### src/rtl/cfu_cmd_master.sv
// Hardware initiator for the CFU cmd/rsp port: runs one INIT command followed by LEN MAC
// commands fed from a small operand FIFO, and reports the final accumulator response.
module cfu_cmd_master #(
    parameter int unsigned FIFO_DEPTH = 4,
    parameter int unsigned LEN_W      = 16,
    parameter logic [9:0]  FID_INIT   = 10'd2,
    parameter logic [9:0]  FID_MAC    = 10'd0
) (
    input  logic             clk,
    input  logic             reset_n,
    input  logic             start,
    input  logic [15:0]      job_offset,
    input  logic [LEN_W-1:0] job_len,
    input  logic             op_valid,
    output logic             op_ready,
    input  logic [31:0]      op_a,
    input  logic [31:0]      op_b,
    output logic             busy,
    output logic             done,
    output logic [31:0]      result,
    output logic             cmd_valid,
    input  logic             cmd_ready,
    output logic [9:0]       cmd_payload_function_id,
    output logic [31:0]      cmd_payload_inputs_0,
    output logic [31:0]      cmd_payload_inputs_1,
    input  logic             rsp_valid,
    output logic             rsp_ready,
    input  logic [31:0]      rsp_payload_outputs_0
);

    localparam int unsigned    PTR_W    = $clog2(FIFO_DEPTH);
    localparam logic [PTR_W:0] FULL_CNT = (PTR_W + 1)'(FIFO_DEPTH);

    localparam logic [2:0] S_IDLE     = 3'd0;
    localparam logic [2:0] S_INIT_CMD = 3'd1;
    localparam logic [2:0] S_INIT_RSP = 3'd2;
    localparam logic [2:0] S_MAC_CMD  = 3'd3;
    localparam logic [2:0] S_MAC_RSP  = 3'd4;
    localparam logic [2:0] S_DONE     = 3'd5;

    logic [2:0]       state_q, state_d;
    logic [15:0]      offset_q;
    logic [LEN_W-1:0] len_q, accepted_q, issued_q;
    logic [31:0]      result_q;
    logic [31:0]      fifo_a_q [FIFO_DEPTH];
    logic [31:0]      fifo_b_q [FIFO_DEPTH];
    logic [PTR_W-1:0] wr_ptr_q, rd_ptr_q;
    logic [PTR_W:0]   count_q;

    logic fifo_empty, fifo_full, push, pop, cmd_fire;

    assign fifo_empty = (count_q == '0);
    assign fifo_full  = (count_q == FULL_CNT);
    assign busy       = (state_q != S_IDLE) && (state_q != S_DONE);
    assign done       = (state_q == S_DONE);
    assign result     = result_q;
    assign rsp_ready  = (state_q == S_INIT_RSP) || (state_q == S_MAC_RSP);
    // Intake stops once len pairs are taken, so surplus operands stay upstream.
    assign op_ready   = busy && !fifo_full && (accepted_q < len_q);
    assign push       = op_valid && op_ready;
    assign cmd_fire   = cmd_valid && cmd_ready;
    assign pop        = (state_q == S_MAC_CMD) && cmd_fire;

    always_comb begin
        cmd_valid               = 1'b0;
        cmd_payload_function_id = 10'd0;
        cmd_payload_inputs_0    = 32'd0;
        cmd_payload_inputs_1    = 32'd0;
        case (state_q)
            S_INIT_CMD: begin
                cmd_valid               = 1'b1;
                cmd_payload_function_id = FID_INIT;
                cmd_payload_inputs_0    = {16'd0, offset_q};
            end
            S_MAC_CMD: begin
                cmd_valid               = !fifo_empty;
                cmd_payload_function_id = FID_MAC;
                cmd_payload_inputs_0    = fifo_a_q[rd_ptr_q];
                cmd_payload_inputs_1    = fifo_b_q[rd_ptr_q];
            end
            default: ;
        endcase
    end

    always_comb begin
        state_d = state_q;
        case (state_q)
            S_IDLE:     if (start) state_d = S_INIT_CMD;
            S_INIT_CMD: if (cmd_fire) state_d = S_INIT_RSP;
            S_INIT_RSP: if (rsp_valid) state_d = (len_q != '0) ? S_MAC_CMD : S_DONE;
            S_MAC_CMD:  if (cmd_fire) state_d = S_MAC_RSP;
            S_MAC_RSP:  if (rsp_valid) state_d = (issued_q == len_q) ? S_DONE : S_MAC_CMD;
            S_DONE:     state_d = S_IDLE;
            default:    state_d = S_IDLE;
        endcase
    end

    always_ff @(posedge clk or negedge reset_n) begin
        if (!reset_n) begin
            state_q    <= S_IDLE;
            offset_q   <= '0;
            len_q      <= '0;
            accepted_q <= '0;
            issued_q   <= '0;
            result_q   <= '0;
        end else begin
            state_q <= state_d;
            if ((state_q == S_IDLE) && start) begin
                offset_q   <= job_offset;
                len_q      <= job_len;
                accepted_q <= '0;
                issued_q   <= '0;
            end
            if (push) accepted_q <= accepted_q + 1'b1;
            if (pop) issued_q <= issued_q + 1'b1;
            if ((state_q == S_INIT_RSP) && rsp_valid && (len_q == '0)) result_q <= '0;
            if ((state_q == S_MAC_RSP) && rsp_valid) result_q <= rsp_payload_outputs_0;
        end
    end

    always_ff @(posedge clk or negedge reset_n) begin
        if (!reset_n) begin
            wr_ptr_q <= '0;
            rd_ptr_q <= '0;
            count_q  <= '0;
            for (int i = 0; i < FIFO_DEPTH; i++) begin
                fifo_a_q[i] <= '0;
                fifo_b_q[i] <= '0;
            end
        end else begin
            if (push) begin
                fifo_a_q[wr_ptr_q] <= op_a;
                fifo_b_q[wr_ptr_q] <= op_b;
                wr_ptr_q           <= wr_ptr_q + 1'b1;
            end
            if (pop) rd_ptr_q <= rd_ptr_q + 1'b1;
            case ({push, pop})
                2'b10:   count_q <= count_q + 1'b1;
                2'b01:   count_q <= count_q - 1'b1;
                default: ;
            endcase
        end
    end

endmodule
### config.mk
export PLATFORM = sky130hd
export DESIGN_NAME = cfu_cmd_master
export DESIGN_NICKNAME = d
export VERILOG_FILES = /design/src/rtl/cfu_cmd_master.sv
export SDC_FILE = /design/constraint.sdc
export NUM_CORES = 1
export LEC_CHECK = 0
export ABC_AREA = 1
export BUFFER_PORTS_ARGS = -buffer_cell sky130_fd_sc_hd__buf_2
export CAP_MARGIN = 25
export CORE_MARGIN = 2
export CORE_UTILIZATION = 53
export DETAILED_ROUTE_END_ITERATION = 12
export GPL_TIMING_DRIVEN = 0
export PLACE_DENSITY = 0.88
export RECOVER_POWER = 25
export SLEW_MARGIN = 20
export SYNTH_ARGS = -nofsm -noshare
export SYNTH_HDL_FRONTEND = slang
export SYNTH_SLANG_ARGS = --single-unit
export TNS_END_PERCENT = 10
### constraint.sdc
create_clock -name clk -period 2.4 [get_ports clk]
set_input_delay 0.12 -clock clk [delete_from_list [all_inputs] [get_ports clk]]
set_output_delay 0.12 -clock clk [all_outputs]
set_load 0.005 [all_outputs]
==> impl_summary.md <==
Global routing
The initial antenna violation count is 2. The via count of the first global-routing pass is 19500. Across every metal layer, demand over resource in global routing totals 0.364.

The final global-route overflow total is 0. Entering global routing, the biggest net connects 99 pins. The first global-routing pass estimated 104 mm of wire.

Drt
The final routed wirelength across all metal layers is between 60 and 70 mm. The met3 routed wirelength is ~8.3 mm. The DRC violation total after the first TritonRoute iteration is between 2000 and 3000. The detailed-routed wire length on met2 is between 30 and 40 mm. The detailed router put a total of 24.3 mm of wire on met1. The uppermost signal routing layer after detailed routing is met5. After detailed routing, the number of vias per cell comes to slightly above 6. The wire length per cell is ~21 microns. After detailed routing, the number of remaining DRC violations is 0. The first detailed-routing pass ran for 7 iterations. The via count is 20200. The remaining antenna violation count is 0.

Floorplan
The number of placed I/O pins is 245. The horizontal die dimension is approximately 190 microns. The number of rows created at floorplan is 68.

The die covers approximately 36000 sq um. The starting density of the core is 0.537. The die outline height is between 150 and 200 microns. After floorplanning, the core was sized to cover roughly 34000 sq um.

Yosys
Yosys printed 0 warnings. In this run, distinct cell masters in the synthesized netlist total 36. The area share of the largest cell type after synthesis is 0.491. The part of the Yosys area used for sequential elements is 0.491. In this run, synthesis produced a sequential element count of ~360.

The post-synthesis cell count is roughly 2300. The synthesized area per cell is about 8 sq um. Summed over all instances, the cell type with the most area after synthesis is sky130_fd_sc_hd__dfrtp_1. After synthesis, the cell types taking the most area are sky130_fd_sc_hd__dfrtp_1 (49%), sky130_fd_sc_hd__nand2_1 (14%), sky130_fd_sc_hd__nand4_1 (9.1%).

Summing every instance area after synthesis gives around 18000 sq um.

CTS
TritonCTS built the clock tree. The clock tree synthesis step divided the H-tree into 2 levels. Counting along the longest clock path gives a buffer depth of 3.

The clock-pin slew of the registers on the worst-case setup and hold paths is around 60 ps. The tree built by TritonCTS fans out to roughly 360 sinks. The clock reaches the later pin of the worst-skew pair after roughly 550 ps. The buffer type at the clock tree root is sky130_fd_sc_hd__clkbuf_16. The TritonCTS buffer count is 40.

STA
Of the available clock period, the critical path in the final layout requires 1.05. Headroom to the max-slew limit came out at 0.127. Setup repair after global routing could not meet its margin everywhere. Across the routed clock network, the largest skew measured is ~27 ps. The final count of pins violating max slew is 0. The final-report hold violation count is 0.

The maximum achievable frequency is roughly 400 MHz. The slew at the pin closest to its max-slew limit is around 1300 ps. The worst path in the final design needs a cycle of roughly 2500 ps, including I/O delays and setup. In the post-route analysis, the smallest setup slack over all paths is -110 ps. The number of setup violations in the final report is 8.

Placed design
Once detailed placement completed, the half-perimeter wirelength came to between 40 and 50 mm. The total of buffers placed on input and output ports is between 200 and 250. The instance area after placement is between 20000 and 25000 sq um. Routability-driven placement finished with a final weighted congestion of about 0.95. The total placed cells including tap cells is around 3000.

Before CTS, the worst setup slack after placement is -692 ps.

Final layout
The area growth from synthesis to layout is 28.2%. After routing the design area is around 24000 sq um. In the final layout, the share of cells above drive strength 1 is 0.184. The finished layout holds 3247 standard cells, fillers aside. At the end of the flow, the number of nets in the layout was between 2000 and 3000.

Job
Across the run, the number of max-cap violations was 0.

Power
The maximum ir drop on the vdd rail is approximately 0.76 mV. Summed over all nets, the switching power comes to 14.6 mW. The combinational fraction of design power is 0.484. Summed over all cells, the static leakage comes to 11.8 nW. The share of total power dissipated in the clock network is 0.196. The power per cell area is 1380 nW/um^2.

Cell internal power was estimated by the tool at about 18 mW. The sequential fraction of design power is 0.319. The fraction of power spent switching nets is 0.447.

Setup path
The worst setup path endpoint is count_q[2]. The category of the worst setup path launch point is a flip-flop. The endpoint type of the worst setup path is a flip-flop. The startpoint identified for the worst register-to-register timing path is state_q[2]. The worst setup path is of the reg -> reg kind. Counting cells, the worst reg-to-reg path comes to 12. Broken down by cell family, the worst path's largest delay share belongs to compound AO/OA/AOI/OAI gates. STA puts the critical path data arrival time at about 3000 ps. The largest driver fanout on the critical path is 10. The critical path runs through a total of 12 cells. The signal on the critical path passes through inv_2, nand2_4, a311oi_2, nand2_1, buf_6, inv_6, ha_4, inv_4, fa_2, a21oi_2, o21ai_1, xor2_1. The critical path starts at state_q[2]. The cell with the largest stage delay on the worst path is sky130_fd_sc_hd__dfrtp_1. The slack of the worst reg-to-reg path is -110 ps. The critical path contains buffers and inverters numbering 4 combined. For the worst setup path, the data required time is between 2000 and 3000 ps. The capture instance of the worst register-to-register path is count_q[2]. The peak per-stage delay on the critical path is approximately 400 ps.

Min path
The worst hold path belongs to the class in -> reg.

Status
The run finished, with violations left. The checks that failed: setup timing.
==> power groups by stage <==
stage               registers, mW  logic [mW]  clock network, mW
floorplan                    9.85        9.19                  0
global placement             10.1        13.3                  0
detailed placement           10.3        13.8                  0
CTS                          10.2        14.6               6.37
global route                 10.6        17.0               6.62
finish                       10.4        15.8               6.39
==> sequential cells by signal, summed over array words and instances (netlist names) <==
register and flops:
fifo_a_q 128, fifo_b_q 128, result 32, accepted_q 16
issued_q 16, len_q 16, offset_q 16, count_q 3
state_q 3, rd_ptr_q 2, wr_ptr_q 2
==> tightest hold or removal path: stages <==
cell	delay [ps]
sky130_fd_sc_hd__buf_2	110
sky130_fd_sc_hd__nor2_1	90
sky130_fd_sc_hd__a21oi_1	50
sky130_fd_sc_hd__nand2_1	110
sky130_fd_sc_hd__o31ai_1	80
==> kinds of logic after synthesis <==
family,count (synthesis),share of synthesized area
buffers and inverters,300,0.0755
AO/OA/AOI/OAI,284,0.0828
XOR/XNOR,34,0.0161
AND/OR/NAND/NOR,1286,0.308
multiplexers,17,0.0104
other,1,0.000203
flip-flops,362,0.491
adder cells (fa/ha/maj),23,0.0160
==> cells in the final DEF (no fill, tap or decap), types with 4 or more instances in the layout <==
master                          synthesis  layout
sky130_fd_sc_hd__ha_1                  22      13
sky130_fd_sc_hd__dfrtp_2                0       9
sky130_fd_sc_hd__buf_1                 13       7
sky130_fd_sc_hd__dfrtp_1              362     353
sky130_fd_sc_hd__a21oi_1               93      79
sky130_fd_sc_hd__clkbuf_2               0      18
sky130_fd_sc_hd__inv_1                105      94
sky130_fd_sc_hd__inv_2                  6      13
sky130_fd_sc_hd__bufinv_16              0       4
sky130_fd_sc_hd__ha_4                   0       9
sky130_fd_sc_hd__nor4_1                 4       4
sky130_fd_sc_hd__o21ai_1                7       9
sky130_fd_sc_hd__a21oi_2                1      13
sky130_fd_sc_hd__o21ai_0              156     152
sky130_fd_sc_hd__buf_2                 33     240
sky130_fd_sc_hd__nand3b_1               7       7
sky130_fd_sc_hd__xnor2_1                6       6
sky130_fd_sc_hd__xor2_1                28      28
sky130_fd_sc_hd__buf_6                 22      24
sky130_fd_sc_hd__mux2_2                17      17
sky130_fd_sc_hd__a32o_1                16      16
sky130_fd_sc_hd__clkbuf_8               0       9
sky130_fd_sc_hd__nand4_4                0       4
sky130_fd_sc_hd__buf_4                 16      61
sky130_fd_sc_hd__nor2_4                 0       4
sky130_fd_sc_hd__clkbuf_1             105     104
sky130_fd_sc_hd__clkinv_2               0       9
sky130_fd_sc_hd__o22ai_1                6       6
sky130_fd_sc_hd__clkbuf_16              0      41
sky130_fd_sc_hd__nor2_1               244     241
sky130_fd_sc_hd__clkbuf_4               0       9
sky130_fd_sc_hd__conb_1                 1       9
sky130_fd_sc_hd__nand2_1              680     674
sky130_fd_sc_hd__nand3_1               66      65
sky130_fd_sc_hd__dlygate4sd3_1          0     131
sky130_fd_sc_hd__nor3_1                 7       7
sky130_fd_sc_hd__nand4_1              268     268
==> how the worst min path moves through the flow <==
stage                          to  slack, ps                      start  cells after the start
floorplan           accepted_q[0]       -180                    reset_n                      0
global placement       result[27]        330  rsp_payload_outputs_0[27]                      3
detailed placement    issued_q[4]        190                    reset_n                      1
CTS                    state_q[0]         60                      start                      5
global route           state_q[0]         90                      start                      5
finish                 state_q[0]         80                      start                      5
==> layer usage <==
metal  track usage  vias to the layer above
met3        0.0782                      387
li1              -                     8627
met4         0.195                        2
met5             0                        -
met2         0.584                     1665
met1         0.464                     9484
==> layout make-up <==
type                            instances  area [sq um]
Fill cell                            2528         10700
Sequential cell                       362          9070
Multi-Input combinational cell       1653          8350
Timing Repair Buffer                  404          2790
Clock buffer                           56          1160
Buffer                                188          1090
Tap cell                              455           569
Inverter                              111           429
Clock inverter                         15           180
Antenna cell                            3          7.51
==> per-stage QoR <==
| stage | hold WS (ps) | setup TNS [ps] | total power [mW] | util |
|---|---|---|---|---|
| 6_report | 77.8 | -282 | 32.6 | 0.688 |
| 5_1_grt | 91.7 | -1580 | 34.2 | 0.688 |
| 4_1_cts | 59.6 | -10830 | 31.1 | 0.675 |
| 3_5_place_dp | 193 | -14390 | 24.0 | 0.592 |
| 3_3_place_gp | 334 | -2068840 | 23.5 | 0.589 |
| 2_1_floorplan | -176 | 0 | 19.0 | - |
==> cell usage after synthesis <==
cell type and number:
sky130_fd_sc_hd__o31ai_1 1, sky130_fd_sc_hd__fa_1 1, sky130_fd_sc_hd__xor2_1 28, sky130_fd_sc_hd__buf_1 13
sky130_fd_sc_hd__nand3b_1 7, sky130_fd_sc_hd__inv_2 6, sky130_fd_sc_hd__nor2_2 2, sky130_fd_sc_hd__buf_4 16
sky130_fd_sc_hd__o22ai_1 6, sky130_fd_sc_hd__clkbuf_1 105, sky130_fd_sc_hd__nand4_2 4, sky130_fd_sc_hd__o21ai_1 7
sky130_fd_sc_hd__conb_1 1, sky130_fd_sc_hd__nand2_1 680, sky130_fd_sc_hd__or2_2 2, sky130_fd_sc_hd__xnor2_1 6
sky130_fd_sc_hd__ha_1 22, sky130_fd_sc_hd__nand3_1 66, sky130_fd_sc_hd__o21ai_0 156, sky130_fd_sc_hd__nor4_1 4
sky130_fd_sc_hd__a311oi_1 1, sky130_fd_sc_hd__o21a_1 1, sky130_fd_sc_hd__dfrtp_1 362, sky130_fd_sc_hd__a32o_1 16
sky130_fd_sc_hd__nor2_1 244, sky130_fd_sc_hd__inv_1 105, sky130_fd_sc_hd__buf_6 22, sky130_fd_sc_hd__nand3_2 2
sky130_fd_sc_hd__a21oi_2 1, sky130_fd_sc_hd__nor3_1 7, sky130_fd_sc_hd__a21oi_1 93, sky130_fd_sc_hd__nand4_1 268
sky130_fd_sc_hd__o21ai_2 1, sky130_fd_sc_hd__mux2_2 17, sky130_fd_sc_hd__o21bai_1 1, sky130_fd_sc_hd__buf_2 33
==> what timing repair did <==
item | 4_1_cts | 5_1_grt
setup endpoints to repair | 124 | 305
hold endpoints to repair | 412 | 0
gates resized for setup | 70 | 87
buffers inserted | 6 | 30
hold buffers | 131 | 0
pin swaps | 3 | 20
No activity file was read; power rests on OpenSTA's default activity.
